`config.mk`:
```
export PLATFORM = sky130hd
export DESIGN_NAME = bram_read_arbiter
export DESIGN_NICKNAME = d
export VERILOG_FILES = /design/src/rtl/bram_read_arbiter.sv
export SDC_FILE = /design/constraint.sdc
export NUM_CORES = 1
export LEC_CHECK = 0
export ABC_AREA = 1
export ABC_CLOCK_PERIOD_IN_PS = 2100
export CORE_MARGIN = 8
export CORE_UTILIZATION = 40
export CTS_BUF_LIST = sky130_fd_sc_hd__clkbuf_16
export DETAILED_ROUTE_END_ITERATION = 8
export PLACE_DENSITY_LB_ADDON = 0.05
export RECOVER_POWER = 25
export REMOVE_ABC_BUFFERS = 1
export SETUP_SLACK_MARGIN = 0.3
export SKIP_CTS_REPAIR_TIMING = 1
export SLEW_MARGIN = 20
export SYNTH_ARGS = -nofsm -noshare
export SYNTH_HDL_FRONTEND = slang
export SYNTH_SLANG_ARGS = --single-unit
```
`constraint.sdc`:
```
create_clock -name clk -period 2.1 [get_ports clk]
set_input_delay 0.21 -clock clk [delete_from_list [all_inputs] [get_ports clk]]
set_output_delay 0.21 -clock clk [all_outputs]
set_load 0.02 [all_outputs]
```
`src/rtl/bram_read_arbiter.sv`:
```
// Two-requester round-robin arbiter over one read-only BRAM port. Handles one transaction at a time:
// 3 cycles from accept to response in range, 1 cycle out of range. Stalled requests and held responses are never dropped.
module bram_read_arbiter #(
  parameter int unsigned ADDR_WIDTH  = 16,
  parameter int unsigned DATA_WIDTH  = 32,
  parameter int unsigned DEPTH_BYTES = 65536
) (
  input  logic                  clk,
  input  logic                  resetn,
  input  logic                  rq0_valid,
  input  logic [ADDR_WIDTH-1:0] rq0_addr,
  output logic                  rq0_ready,
  input  logic                  rq1_valid,
  input  logic [ADDR_WIDTH-1:0] rq1_addr,
  output logic                  rq1_ready,
  output logic                  rs0_valid,
  output logic [DATA_WIDTH-1:0] rs0_data,
  output logic                  rs0_err,
  input  logic                  rs0_ready,
  output logic                  rs1_valid,
  output logic [DATA_WIDTH-1:0] rs1_data,
  output logic                  rs1_err,
  input  logic                  rs1_ready,
  output logic                  bram_en,
  output logic [ADDR_WIDTH-1:0] bram_addr,
  input  logic [DATA_WIDTH-1:0] bram_dout,
  output logic [15:0]           contention_cnt
);

  localparam logic [DATA_WIDTH-1:0] ERR_DATA = DATA_WIDTH'(32'hDEADBEEF);

  typedef enum logic [1:0] {IDLE, READ, CAPTURE, RESP} state_t;

  state_t                  state, state_nxt;
  logic                    owner;
  logic                    rr_ptr;
  logic [ADDR_WIDTH-3:0]   addr_q;
  logic [1:0]              rs_valid_q;
  logic [1:0]              rs_err_q;
  logic [DATA_WIDTH-1:0]   rs_data_q [0:1];

  logic                    gnt1;
  logic                    accept;
  logic                    resp_done;
  logic                    busy;
  logic                    contend;
  logic [ADDR_WIDTH-1:0]   req_addr;
  logic                    req_oor;
  logic [1:0]              rs_ready_v;

  // rr_ptr=1 means requester 1 wins a tie
  assign gnt1       = rq1_valid & (~rq0_valid | rr_ptr);
  assign req_addr   = gnt1 ? rq1_addr : rq0_addr;
  assign req_oor    = 32'(req_addr) >= DEPTH_BYTES;
  assign rs_ready_v = {rs1_ready, rs0_ready};
  assign busy       = (state != IDLE);

  always_ff @(posedge clk) begin
    if (!resetn) state <= IDLE;
    else         state <= state_nxt;
  end

  always_comb begin
    state_nxt = state;
    rq0_ready = 1'b0;
    rq1_ready = 1'b0;
    bram_en   = 1'b0;
    bram_addr = '0;
    accept    = 1'b0;
    resp_done = 1'b0;
    case (state)
      IDLE: begin
        if (resetn) begin
          rq0_ready = rq0_valid & ~gnt1;
          rq1_ready = gnt1;
        end
        accept = rq0_ready | rq1_ready;
        if (accept) state_nxt = req_oor ? RESP : READ;
      end
      READ: begin
        bram_en   = 1'b1;
        bram_addr = {addr_q, 2'b00};
        state_nxt = CAPTURE;
      end
      CAPTURE: state_nxt = RESP;
      RESP: begin
        resp_done = rs_ready_v[owner];
        if (resp_done) state_nxt = IDLE;
      end
      default: state_nxt = IDLE;
    endcase
  end

  // A refused requester counts only when the other side is the reason it waits
  assign contend = (rq0_valid & ~rq0_ready & (rq1_ready | (busy &  owner)))
                 | (rq1_valid & ~rq1_ready & (rq0_ready | (busy & ~owner)));

  always_ff @(posedge clk) begin
    if (!resetn) begin
      owner          <= 1'b0;
      rr_ptr         <= 1'b0;
      addr_q         <= '0;
      rs_valid_q     <= '0;
      rs_err_q       <= '0;
      rs_data_q[0]   <= '0;
      rs_data_q[1]   <= '0;
      contention_cnt <= '0;
    end else begin
      if (accept) begin
        owner  <= gnt1;
        rr_ptr <= ~gnt1;
        addr_q <= req_addr[ADDR_WIDTH-1:2];
        if (req_oor) begin
          rs_valid_q[gnt1] <= 1'b1;
          rs_err_q[gnt1]   <= 1'b1;
          rs_data_q[gnt1]  <= ERR_DATA;
        end
      end
      if (state == CAPTURE) begin
        rs_valid_q[owner] <= 1'b1;
        rs_err_q[owner]   <= 1'b0;
        rs_data_q[owner]  <= bram_dout;
      end
      if (resp_done) rs_valid_q[owner] <= 1'b0;
      if (contend && contention_cnt != 16'hFFFF)
        contention_cnt <= contention_cnt + 16'd1;
    end
  end

  assign rs0_valid = rs_valid_q[0];
  assign rs1_valid = rs_valid_q[1];
  assign rs0_err   = rs_err_q[0];
  assign rs1_err   = rs_err_q[1];
  assign rs0_data  = rs_data_q[0];
  assign rs1_data  = rs_data_q[1];

endmodule

```
==> metrics.md, run 1 <==
| Metric | Value |
|---|---|
| Status | `completed` |
| Most used cell, CP | `nand2_1` |
| Pwr dens | `943 nW/um^2` |
| Sequential share of power | `41.1%` |
| CTS H-Tree Depth | `3` |
| CP peak stage delay | `680 ps` |
| Final Skew | `6.66 ps` |
| Simple-Gate Fraction of Synth Area | `22.6%` |
| XOR/XNOR Fraction of Synth Area | `0.787%` |
| Drt first pass iters | `4` |
| RSZ-0062 raised after global routing | `true` |
| Sw Ratio | `33.2%` |
| Port Buf Inserts | `166` |
| Mapped Area | `4450 sq um` |
| Flop2flop setup slack | `230 ps` |
| Max-Cap Viols | `0` |
| Routability cong. | `0.850` |
| Main combinational cell family by area after synthesis | `simple AND/OR/NAND/NOR gates` |
| Number of global-route vias before repair | `3885` |
| Distinct cells, synth | `31` |
| WL final | `12000 microns` |
| Crit end category | `flip-flop` |
| Setup-failing EPs final | `0` |
| Setup ws final | `233 ps` |
| Final Cycle Share | `88.9%` |
| Crit-path max FO | `33` |
| Combinational Power Share | `33.2%` |
| Final hold violations | `0` |
| Post-synth top area cell | `edfxtp_1` |
| Worst IR drop on VDD | `0.000487 V` |
| Die ar. | `14800 sq um` |
| Achievable Freq | `536 MHz` |
| Initial antenna violation count | `0` |
| Width of the die | `121 microns` |
| HPWL after DPL | `8720 microns` |
| Critical-path cell list | `inv_1 > ha_1 > nand2_1 > nand2_1 > clkbuf_2` |
| Synth top area cells | `edfxtp_1 43%, dfxtp_1 17%, nor2_1 8.5%` |
| Post-synth top area share | `43.2%` |
| Vias after detailed routing | `3839` |
| WL/cell | `14.9 microns` |
| Pre-CTS setup slack | `82.5 ps` |
| CTS clk-pin slew, worst paths | `60 ps` |
| Setup CP Type | `flip-flop to flip-flop` |
| Min-delay src | `rs_err_q[1]$_SDFFE_PN0P_` |
| Initial Util | `41.1%` |
| Synth Area in Adders | `1.41%` |
| Remaining Overflow, GRT | `0` |
| I/O pin count | `173` |
| Slew HR | `41.3%` |
| Worst Tran Pin Value | `881 ps` |
| Fin crit period | `1870 ps` |
| Finished Layout Cells | `808` |
| Yosys warns | `0` |
| Slew Limit Fails | `0` |
| Req. time, crit path | `2060 ps` |
| TritonCTS buffer count | `9` |
| Syn Inst Count | `489` |
| Final Util | `61.4%` |
| Syn Area/Cell | `9.10 sq um` |
| Area Overhead vs Synth | `49.5%` |
| Largest net degree at the start of global routing | `34` |
| Reg2reg start | `state[0]$_SDFFE_PN0P_` |
| Diode count | `0` |
| CTS root buffer | `clkbuf_16` |
| Number of vias per cell | `4.75` |
| Synth Register Bits | `102` |
| Share of cells above drive strength 1 | `7.93%` |
| Die height | `121 microns` |
| Mux share of post-synthesis cell area | `0%` |
| Hold crit path type | `flip-flop to flip-flop` |
| Crit-path slowest cell | `clkbuf_2` |
| Core region area | `10800 sq um` |
| Std-Cell Rows | `38` |
| Drt drc | `0` |
| All-layer global routing usage | `15.8%` |
| Max Root-Sink Buffers | `2` |
| Drt first-iter violations | `210` |
| CP delay by family, top | `buffers and inverters` |
| ANT nets after route | `0` |
| Setup crit start kind | `flip-flop` |
| Clock sinks | `102` |
| Pint | `0.00419 W` |
| CP Launch Point | `state[0]$_SDFFE_PN0P_` |
| Worst skew pair latency | `340 ps` |
| Compound-gate portion of the synthesized area | `6.49%` |
| NetSw | `0.00209 W` |
| Global-route wire length before repair | `18700 microns` |
| Register area share after synthesis | `60.3%` |
| Placed insts | `791` |
| Leak | `3.02 nW` |
| # nets final | `738` |
| Worst Path Buf+Inv | `2` |
| Clock power share | `25.7%` |
| CP Data Arrival Time | `1830 ps` |
| CTS tree | `done` |
[per-layer routing]
metal	track usage [%]	vias to the layer above	share of wire (%)	wire length, microns
met1	18.0	1795	42	5070
li1	-	1913	-	-
met3	4.93	14	7.7	930
met4	6.09	0	1.6	197
met5	0	-	0	0
met2	27.1	117	48	5820
[final cells by class]
class / count / area [sq um]
tap: 140 / 175
multi-input combinational: 296 / 1450
clock inverter: 7 / 65.1
clock buffer: 9 / 225
sequential: 102 / 2680
inverter: 76 / 285
timing repair buffer: 178 / 1770
fill: 980 / 4190
[path summary, 6_finish.rpt]
| check | to | depth (start not counted) |
|---|---|---|
| setup / recovery | rs_data_q[1][4]$_SDFFCE_PN0P_ | 5 |
| hold / removal | rs_err_q[1]$_SDFFE_PN0P_ | 2 |
| setup reg to reg | rs_data_q[1][4]$_SDFFCE_PN0P_ | 5 |
| hold reg to reg | rs_err_q[1]$_SDFFE_PN0P_ | 2 |
[cells in the mapped netlist]
master and n:
a21boi_1 1, a21oi_1 18, a21oi_2 4, a22oi_1 9, a311oi_1 2, a31oi_1 5
buf_1 5, buf_2 4, buf_4 2, buf_8 1, clkbuf_1 5, conb_1 1
dfxtp_1 38, edfxtp_1 64, ha_1 5, inv_1 73, inv_2 3, nand2_1 94
nand2_2 7, nand2_4 1, nand3_1 16, nand3_4 1, nand3b_1 1, nand4_1 11
nor2_1 101, nor2_2 2, nor2_4 2, nor3_1 2, o21ai_0 5, o31ai_1 2
xor2_1 4
[cells in the final DEF (no fill, tap or decap), drive strengths merged, types with 11 or more instances in the layout]
cell type and count:
edfxtp 64, dlymetal6s2s 14, nand3 18, clkdlybuf4s50 141, nand4 11, inv 78
a21oi 22, dfxtp 38, nand2 102, nor2 105, clkbuf 15
[power groups by stage]
stage / logic, W / clock network, W / registers, W
4_1_cts: 0.00206 / 0.00166 / 0.00258
3_3_place_gp: 0.00201 / 0 / 0.00261
3_5_place_dp: 0.00205 / 0 / 0.00262
5_1_grt: 0.00228 / 0.00173 / 0.00261
2_1_floorplan: 0.000885 / 0 / 0.00287
6_report: 0.00208 / 0.00162 / 0.00258
[tightest hold or removal path, cell delays in order (launching register included)]
cell and delay, ps:
dfxtp_1 310, inv_1 50, nor2_1 30
[sequential cells by signal, indices dropped and copies added, names as in the netlist, named ones only]
name	flops
addr_q	14
contention_cnt	16
owner	1
rr_ptr	1
rs_data_q	64
rs_err_q	2
state	2
[through the flow]
stage	power (W)	area, sq um	setup TNS (ps)	hold WS, ps
after floorplan	0.00375	4370	-13710	325
after global routing	0.00662	6660	0	441
after global placement	0.00462	6330	0	414
final	0.00628	6660	0	426
after CTS	0.00629	6620	-260	432
after detailed placement	0.00467	6330	0	422
[cell families after synthesis]
kind of cell,count (synthesis)
AO/OA/AOI/OAI,46
XOR/XNOR,4
adder cells (fa/ha/maj),5
flip-flops,102
AND/OR/NAND/NOR,238
buffers and inverters,93
other,1
Power figures use the tool's default switching activity.
==> run 2, diff against run 1 <==
CTS_CLUSTER_SIZE = 12   (was default)
PLACE_DENSITY = 0.87   (was default)
PLACE_DENSITY_LB_ADDON = default   (was 0.05)
==> run 2 against run 1 <==
  * Total power increased by 3.5%
  * Register-to-register slack barely moved
  * Count of clock-buffer cells in the layout unchanged
  * Critical endpoint is now owner$_SDFFE_PN0P_
==> metrics.md, run 2 (synthesis gave the netlist of run 1 again) <==
| Metric | Value |
|---|---|
| Final Skew | `6.56 ps (was 6.66 ps)` |
| CP peak stage delay | `800 ps (was 680 ps)` |
| Combinational Power Share | `34.2% (was 33.2%)` |
| Global-route wire length before repair | `20000 microns (was 18700 microns)` |
| Pwr dens | `973 nW/um^2 (was 943 nW/um^2)` |
| Max reg flops | `64 (unchanged)` |
| Finished Layout Cells | `812 (was 808)` |
| Biggest register | `rs_data_q (unchanged)` |
| Critical-path cell list | `dlygate4sd3_1 > buf_4 > inv_1 > clkbuf_1 > o31ai_1 (was inv_1 > ha_1 > nand2_1 > nand2_1 > clkbuf_2)` |
| Drt drc | `0 (unchanged)` |
| I/O pin count | `173 (unchanged)` |
| Design Area, Final | `6680 sq um (was 6660 sq um)` |
| DP Area | `6340 sq um (was 6330 sq um)` |
| Sequential share of power | `39.9% (was 41.1%)` |
| Largest net degree at the start of global routing | `34 (unchanged)` |
| Core region area | `10800 sq um (unchanged)` |
| Drt first pass iters | `5 (was 4)` |
| Largest regs | `rs_data_q x64, contention_cnt x16, addr_q x14 (unchanged)` |
| ANT nets after route | `0 (unchanged)` |
| Hold crit path type | `flip-flop to flip-flop (unchanged)` |
| Status | `completed (unchanged)` |
| Final hold violations | `0 (unchanged)` |
| Most frequent cells in the layout | `148 x clkdlybuf4s50_1, 100 x nor2_1, 92 x nand2_1, 72 x inv_1, 64 x edfxtp_1 (was 141 x clkdlybuf4s50_1, 100 x nor2_1, 93 x nand2_1, 74 x inv_1, 64 x edfxtp_1)` |
| TritonCTS buffer count | `9 (unchanged)` |
| Setup ws final | `213 ps (was 233 ps)` |
| Flop2flop setup slack | `240 ps (was 230 ps)` |
| Share of cells above drive strength 1 | `9.97% (was 7.93%)` |
| RSZ-0062 raised after global routing | `true (unchanged)` |
| Final Cycle Share | `89.8% (was 88.9%)` |
| Max Root-Sink Buffers | `2 (unchanged)` |
| Port Buf Inserts | `166 (unchanged)` |
| Worst Tran Pin Value | `1080 ps (was 881 ps)` |
| NetSw | `0.00221 W (was 0.00209 W)` |
| CTS clk-pin slew, worst paths | `70 ps (was 60 ps)` |
| Setup CP Type | `input pin to flip-flop (was flip-flop to flip-flop)` |
| Clock power share | `25.8% (was 25.7%)` |
| Area Overhead vs Synth | `50.1% (was 49.5%)` |
| Number of global-route vias before repair | `3997 (was 3885)` |
| Std-Cell Rows | `38 (unchanged)` |
| Vias after detailed routing | `3998 (was 3839)` |
| HPWL after DPL | `9640 microns (was 8720 microns)` |
| CTS tree | `done (unchanged)` |
| Die ar. | `14800 sq um (unchanged)` |
| CTS root buffer | `clkbuf_16 (unchanged)` |
| # nets final | `742 (was 738)` |
| Leak | `2.94 nW (was 3.02 nW)` |
| Slew Limit Fails | `0 (unchanged)` |
| Number of vias per cell | `4.92 (was 4.75)` |
| WL/cell | `16.0 microns (was 14.9 microns)` |
| Initial Util | `41.1% (unchanged)` |
| Worst IR drop on VDD | `0.000523 V (was 0.000487 V)` |
| WL final | `13000 microns (was 12000 microns)` |
| Routability cong. | `0.881 (was 0.850)` |
| Achievable Freq | `530 MHz (was 536 MHz)` |
| Clock sinks | `102 (unchanged)` |
| Remaining Overflow, GRT | `0 (unchanged)` |
| Initial antenna violation count | `2 (was 0)` |
| Drt first-iter violations | `273 (was 210)` |
| Req. time, crit path | `2280 ps (was 2060 ps)` |
| Total power | `0.00650 W (was 0.00628 W)` |
| Crit-path max FO | `21 (was 33)` |
| Setup-failing EPs final | `0 (unchanged)` |
| Crit-path slowest cell | `clkbuf_1 (was clkbuf_2)` |
| Pre-CTS setup slack | `81.2 ps (was 82.5 ps)` |
| Max-Cap Viols | `0 (unchanged)` |
| Worst skew pair latency | `340 ps (about the same)` |
| Placed insts | `792 (was 791)` |
| Commonest non-fill, non-tap cell in the layout | `clkdlybuf4s50_1 (unchanged)` |
| CTS H-Tree Depth | `3 (unchanged)` |
| Die height | `121 microns (unchanged)` |
| Pint | `0.00429 W (was 0.00419 W)` |
| CP Data Arrival Time | `2060 ps (was 1830 ps)` |
| Diode count | `0 (unchanged)` |
| Setup crit start kind | `input pin (was flip-flop)` |
| Slew HR | `28.2% (was 41.3%)` |
| Sw Ratio | `34.0% (was 33.2%)` |
| Final Util | `61.6% (was 61.4%)` |
| All-layer global routing usage | `16.9% (was 15.8%)` |
| Fin crit period | `1890 ps (was 1870 ps)` |
| Width of the die | `121 microns (unchanged)` |
| Crit end category | `flip-flop (unchanged)` |
run 2: cell count changes in the layout (fill, tap and decap cells not counted), sizes merged:
cell / delta
clkbuf: +8
clkdlybuf4s50: +7
dlygate4sd3: -7
dlymetal6s2s: -6
buf: +2
clkinv: +1
clkinvlp: -1
run 2: area by class of cell:
class	instances	area [sq um]
well taps	140	175
clock inverters	7	81.3
repair buffers	182	1770
fillers	862	4160
inverters	76	285
multi-input cells	296	1460
clock buffers	9	225
flip-flops and latches	102	2680
run 2: path summary, 6_finish.rpt:
check,startpoint,endpoint,depth (start not counted)
worst min-delay path,rs_err_q[0]$_SDFFE_PN0P_,rs_err_q[0]$_SDFFE_PN0P_,2
worst max-delay path,resetn,owner$_SDFFE_PN0P_,5
worst max register to register,state[0]$_SDFFE_PN0P_,rs_data_q[1][0]$_SDFFCE_PN0P_,5
worst min register to register,rs_err_q[0]$_SDFFE_PN0P_,rs_err_q[0]$_SDFFE_PN0P_,2
run 2: worst max-delay path: cells and delay by family:
kind            cells  cell delay, ps
buf+inv             4            1640
compound gates      1             200
run 2: through the flow:
| stage | hold WS [ps] | setup TNS (ps) |
|---|---|---|
| 2_1_floorplan | 325 | -13710 |
| 3_3_place_gp | 415 | 0 |
| 3_5_place_dp | 419 | 0 |
| 4_1_cts | 430 | -558 |
| 5_1_grt | 459 | 0 |
| 6_report | 428 | 0 |
run 2: layer usage:
metal / GRT usage, % / share of wire (%) / up-vias
met3: 7.40 / 12 / 20
met5: 0 / 0.21 / -
met1: 19.3 / 40 / 1843
met2: 28.3 / 47 / 213
li1: - / - / 1918
met4: 4.39 / 1.1 / 4
run 2: power groups by stage:
stage,Clock (W),Sequential (W),Combinational [W]
CTS,0.00172,0.00259,0.00209
finish,0.00168,0.00260,0.00223
detailed placement,0,0.00264,0.00208
global placement,0,0.00262,0.00199
global route,0.00181,0.00263,0.00241
floorplan,0,0.00287,0.000885
==> run 3, diff against run 2 <==
CORE_MARGIN = default   (was 8)
==> run 3 against run 2 <==
  * Fmax increased by 0.55%
  * Clock skew decreased by 0.77 ps
  * Cell count shrank 0.37%
  * Routed wire length shrank 13%
  * Clock power hardly changed
  * Hold slack improved by 2.6 ps
  * Die area decreased by 22%
  * Sequential cell count stayed put
  * Register-to-register slack better by 140 ps
  * Worst setup slack gained 10 ps
  * First-iteration DRC count fell by 41%
==> metrics.md, run 3 (synthesis gave the netlist of run 1 again) <==
| Metric | Value |
|---|---|
| Status | `completed (unchanged)` |
| Gr busiest metal | `met2 (unchanged)` |
| Fin crit period | `1880 ps (was 1890 ps)` |
| Critical-path cell list | `inv_1 > ha_4 > inv_2 > nor2_4 > nand2_1 > inv_1 > dlymetal6s2s_1 (was dlygate4sd3_1 > buf_4 > inv_1 > clkbuf_1 > o31ai_1)` |
| Commonest non-fill, non-tap cell in the layout | `nor2_1 (was clkdlybuf4s50_1)` |
| Design Area, Final | `6740 sq um (was 6680 sq um)` |
| Drt first pass iters | `5 (unchanged)` |
| CTS H-Tree Depth | `3 (unchanged)` |
| Sequential share of power | `40.4% (was 39.9%)` |
| RSZ-0062 raised after global routing | `true (unchanged)` |
| Req. time, crit path | `1890 ps (was 2280 ps)` |
| Share of cells above drive strength 1 | `8.37% (was 9.97%)` |
| Final hold violations | `0 (unchanged)` |
| Die height | `107 microns (was 121 microns)` |
| Finished Layout Cells | `809 (was 812)` |
| Drt first-iter violations | `162 (was 273)` |
| Largest net degree at the start of global routing | `34 (unchanged)` |
| Met1 usage | `23.4% (was 19.3%)` |
| WL final | `11300 microns (was 13000 microns)` |
| Port Buf Inserts | `166 (unchanged)` |
| Hold Crit Depth | `2 (unchanged)` |
| CP peak stage delay | `330 ps (was 800 ps)` |
| Clock sinks | `102 (unchanged)` |
| Global-route wire length before repair | `17100 microns (was 20000 microns)` |
| Combinational Power Share | `33.5% (was 34.2%)` |
| CTS clk-pin slew, worst paths | `70 ps (about the same)` |
| CP Data Arrival Time | `1670 ps (was 2060 ps)` |
| Leak | `3.15 nW (was 2.94 nW)` |
| All-layer global routing usage | `19.2% (was 16.9%)` |
| Number of vias per cell | `4.93 (was 4.92)` |
| DP Area | `6320 sq um (was 6340 sq um)` |
| Max Root-Sink Buffers | `2 (unchanged)` |
| Final Cycle Share | `89.4% (was 89.8%)` |
| Width of the die | `107 microns (was 121 microns)` |
| CTS tree | `done (unchanged)` |
| Total power | `0.00640 W (was 0.00650 W)` |
| Flop2flop setup slack | `380 ps (was 240 ps)` |
| Crit-path max FO | `4 (was 21)` |
| Setup-failing EPs final | `0 (unchanged)` |
| Met3 Use GR | `4.48% (was 7.40%)` |
| # nets final | `739 (was 742)` |
| HPWL after DPL | `8050 microns (was 9640 microns)` |
| Slew HR | `66.3% (was 28.2%)` |
| Initial antenna violation count | `0 (was 2)` |
| CTS root buffer | `clkbuf_16 (unchanged)` |
| Routability cong. | `0.908 (was 0.881)` |
| WL/cell | `14.0 microns (was 16.0 microns)` |
| Global Route met2 Usage | `32.8% (was 28.3%)` |
| Largest regs | `rs_data_q x64, contention_cnt x16, addr_q x14 (unchanged)` |
| Final setup TNS | `0 ps (unchanged)` |
| Area Overhead vs Synth | `51.4% (was 50.1%)` |
| Fillers | `868 (was 862)` |
| Crit-path slowest cell | `dfxtp_1 (was clkbuf_1)` |
| Worst Tran Pin Value | `506 ps (was 1080 ps)` |
| Setup crit start kind | `flip-flop (was input pin)` |
| Biggest register | `rs_data_q (unchanged)` |
| TritonCTS buffer count | `9 (unchanged)` |
| Clock power share | `26.1% (was 25.8%)` |
| Core region area | `10800 sq um (unchanged)` |
| Max-Cap Viols | `0 (unchanged)` |
| Diode count | `0 (unchanged)` |
| Pwr dens | `949 nW/um^2 (was 973 nW/um^2)` |
| Cells on worst reg2reg path | `11 (was 5)` |
| Hold crit path type | `flip-flop to flip-flop (unchanged)` |
| ANT nets after route | `0 (unchanged)` |
| NetSw | `0.00218 W (was 0.00221 W)` |
| Worst skew pair latency | `340 ps (about the same)` |
| Crit end category | `primary output (was flip-flop)` |
| Placed insts | `790 (was 792)` |
| Remaining Overflow, GRT | `0 (unchanged)` |
| Achievable Freq | `533 MHz (was 530 MHz)` |
| Pint | `0.00422 W (was 0.00429 W)` |
| Number of global-route vias before repair | `3639 (was 3997)` |
| Vias after detailed routing | `3986 (was 3998)` |
| Initial Util | `41.1% (unchanged)` |
| I/O pin count | `173 (unchanged)` |
| Max reg flops | `64 (unchanged)` |
| Worst IR drop on VDD | `0.000518 V (was 0.000523 V)` |
| Std-Cell Rows | `38 (unchanged)` |
| Sw Ratio | `34.0% (about the same)` |
| Slew Limit Fails | `0 (unchanged)` |
| Most used cell, CP | `inv_1` |
| Die ar. | `11600 sq um (was 14800 sq um)` |
| Final Skew | `5.79 ps (was 6.56 ps)` |
| Setup CP Type | `flip-flop to primary output (was input pin to flip-flop)` |
| Drt drc | `0 (unchanged)` |
| Most frequent cells in the layout | `100 x nor2_1, 96 x clkdlybuf4s50_1, 93 x nand2_1, 73 x inv_1, 64 x edfxtp_1 (was 148 x clkdlybuf4s50_1, 100 x nor2_1, 92 x nand2_1, 72 x inv_1, 64 x edfxtp_1)` |
## run 3: power groups by stage
stage | registers, W | logic [W] | clock network [W]
finish | 0.00258 | 0.00214 | 0.00167
global route | 0.00261 | 0.00234 | 0.00179
CTS | 0.00259 | 0.00205 | 0.00172
detailed placement | 0.00263 | 0.00204 | 0
global placement | 0.00262 | 0.00196 | 0
floorplan | 0.00287 | 0.000885 | 0
## run 3: layout make-up
| class | instances | area (sq um) | share of cell area [%] |
|---|---|---|---|
| Clock inverter | 7 | 81.3 | 1.21 |
| Timing Repair Buffer | 178 | 1820 | 27.0 |
| Sequential cell | 102 | 2680 | 39.8 |
| Tap cell | 140 | 175 | 2.60 |
| Clock buffer | 9 | 225 | 3.34 |
| Inverter | 76 | 285 | 4.23 |
| Multi-Input combinational cell | 297 | 1470 | 21.8 |
## run 3: per-layer routing
layer / wire [microns] / part of all wire (%)
met5: 0 / 0
met4: 142 / 1.3
met3: 934 / 8.2
met2: 5540 / 49
met1: 4720 / 42
## run 3: worst paths after layout
check / startpoint / endpoint
worst min-delay path: rs_err_q[0]$_SDFFE_PN0P_ / rs_err_q[0]$_SDFFE_PN0P_
worst min register to register: rs_err_q[0]$_SDFFE_PN0P_ / rs_err_q[0]$_SDFFE_PN0P_
worst max-delay path: state[0]$_SDFFE_PN0P_ / rq0_ready
worst max register to register: state[0]$_SDFFE_PN0P_ / contention_cnt[1]$_SDFFE_PN0P_
## run 3: worst max-delay path, delay by kind of cell, from the launching register on
kind                       cells  cell delay [ps]
and+or+nand+nor                2              250
buffers and inverters          4              560
adders and majority gates      1              180
DFF                            1              330
## run 3: through the flow
| step | setup WS (ps) | hold slack [ps] | util, % |
|---|---|---|---|
| after floorplan | -421 | 325 | - |
| after global placement | 67.9 | 414 | 58.3 |
| after detailed placement | 28.6 | 424 | 58.3 |
| after CTS | -199 | 433 | 61.2 |
| after global routing | 135 | 457 | 62.2 |
| final | 223 | 431 | 62.2 |
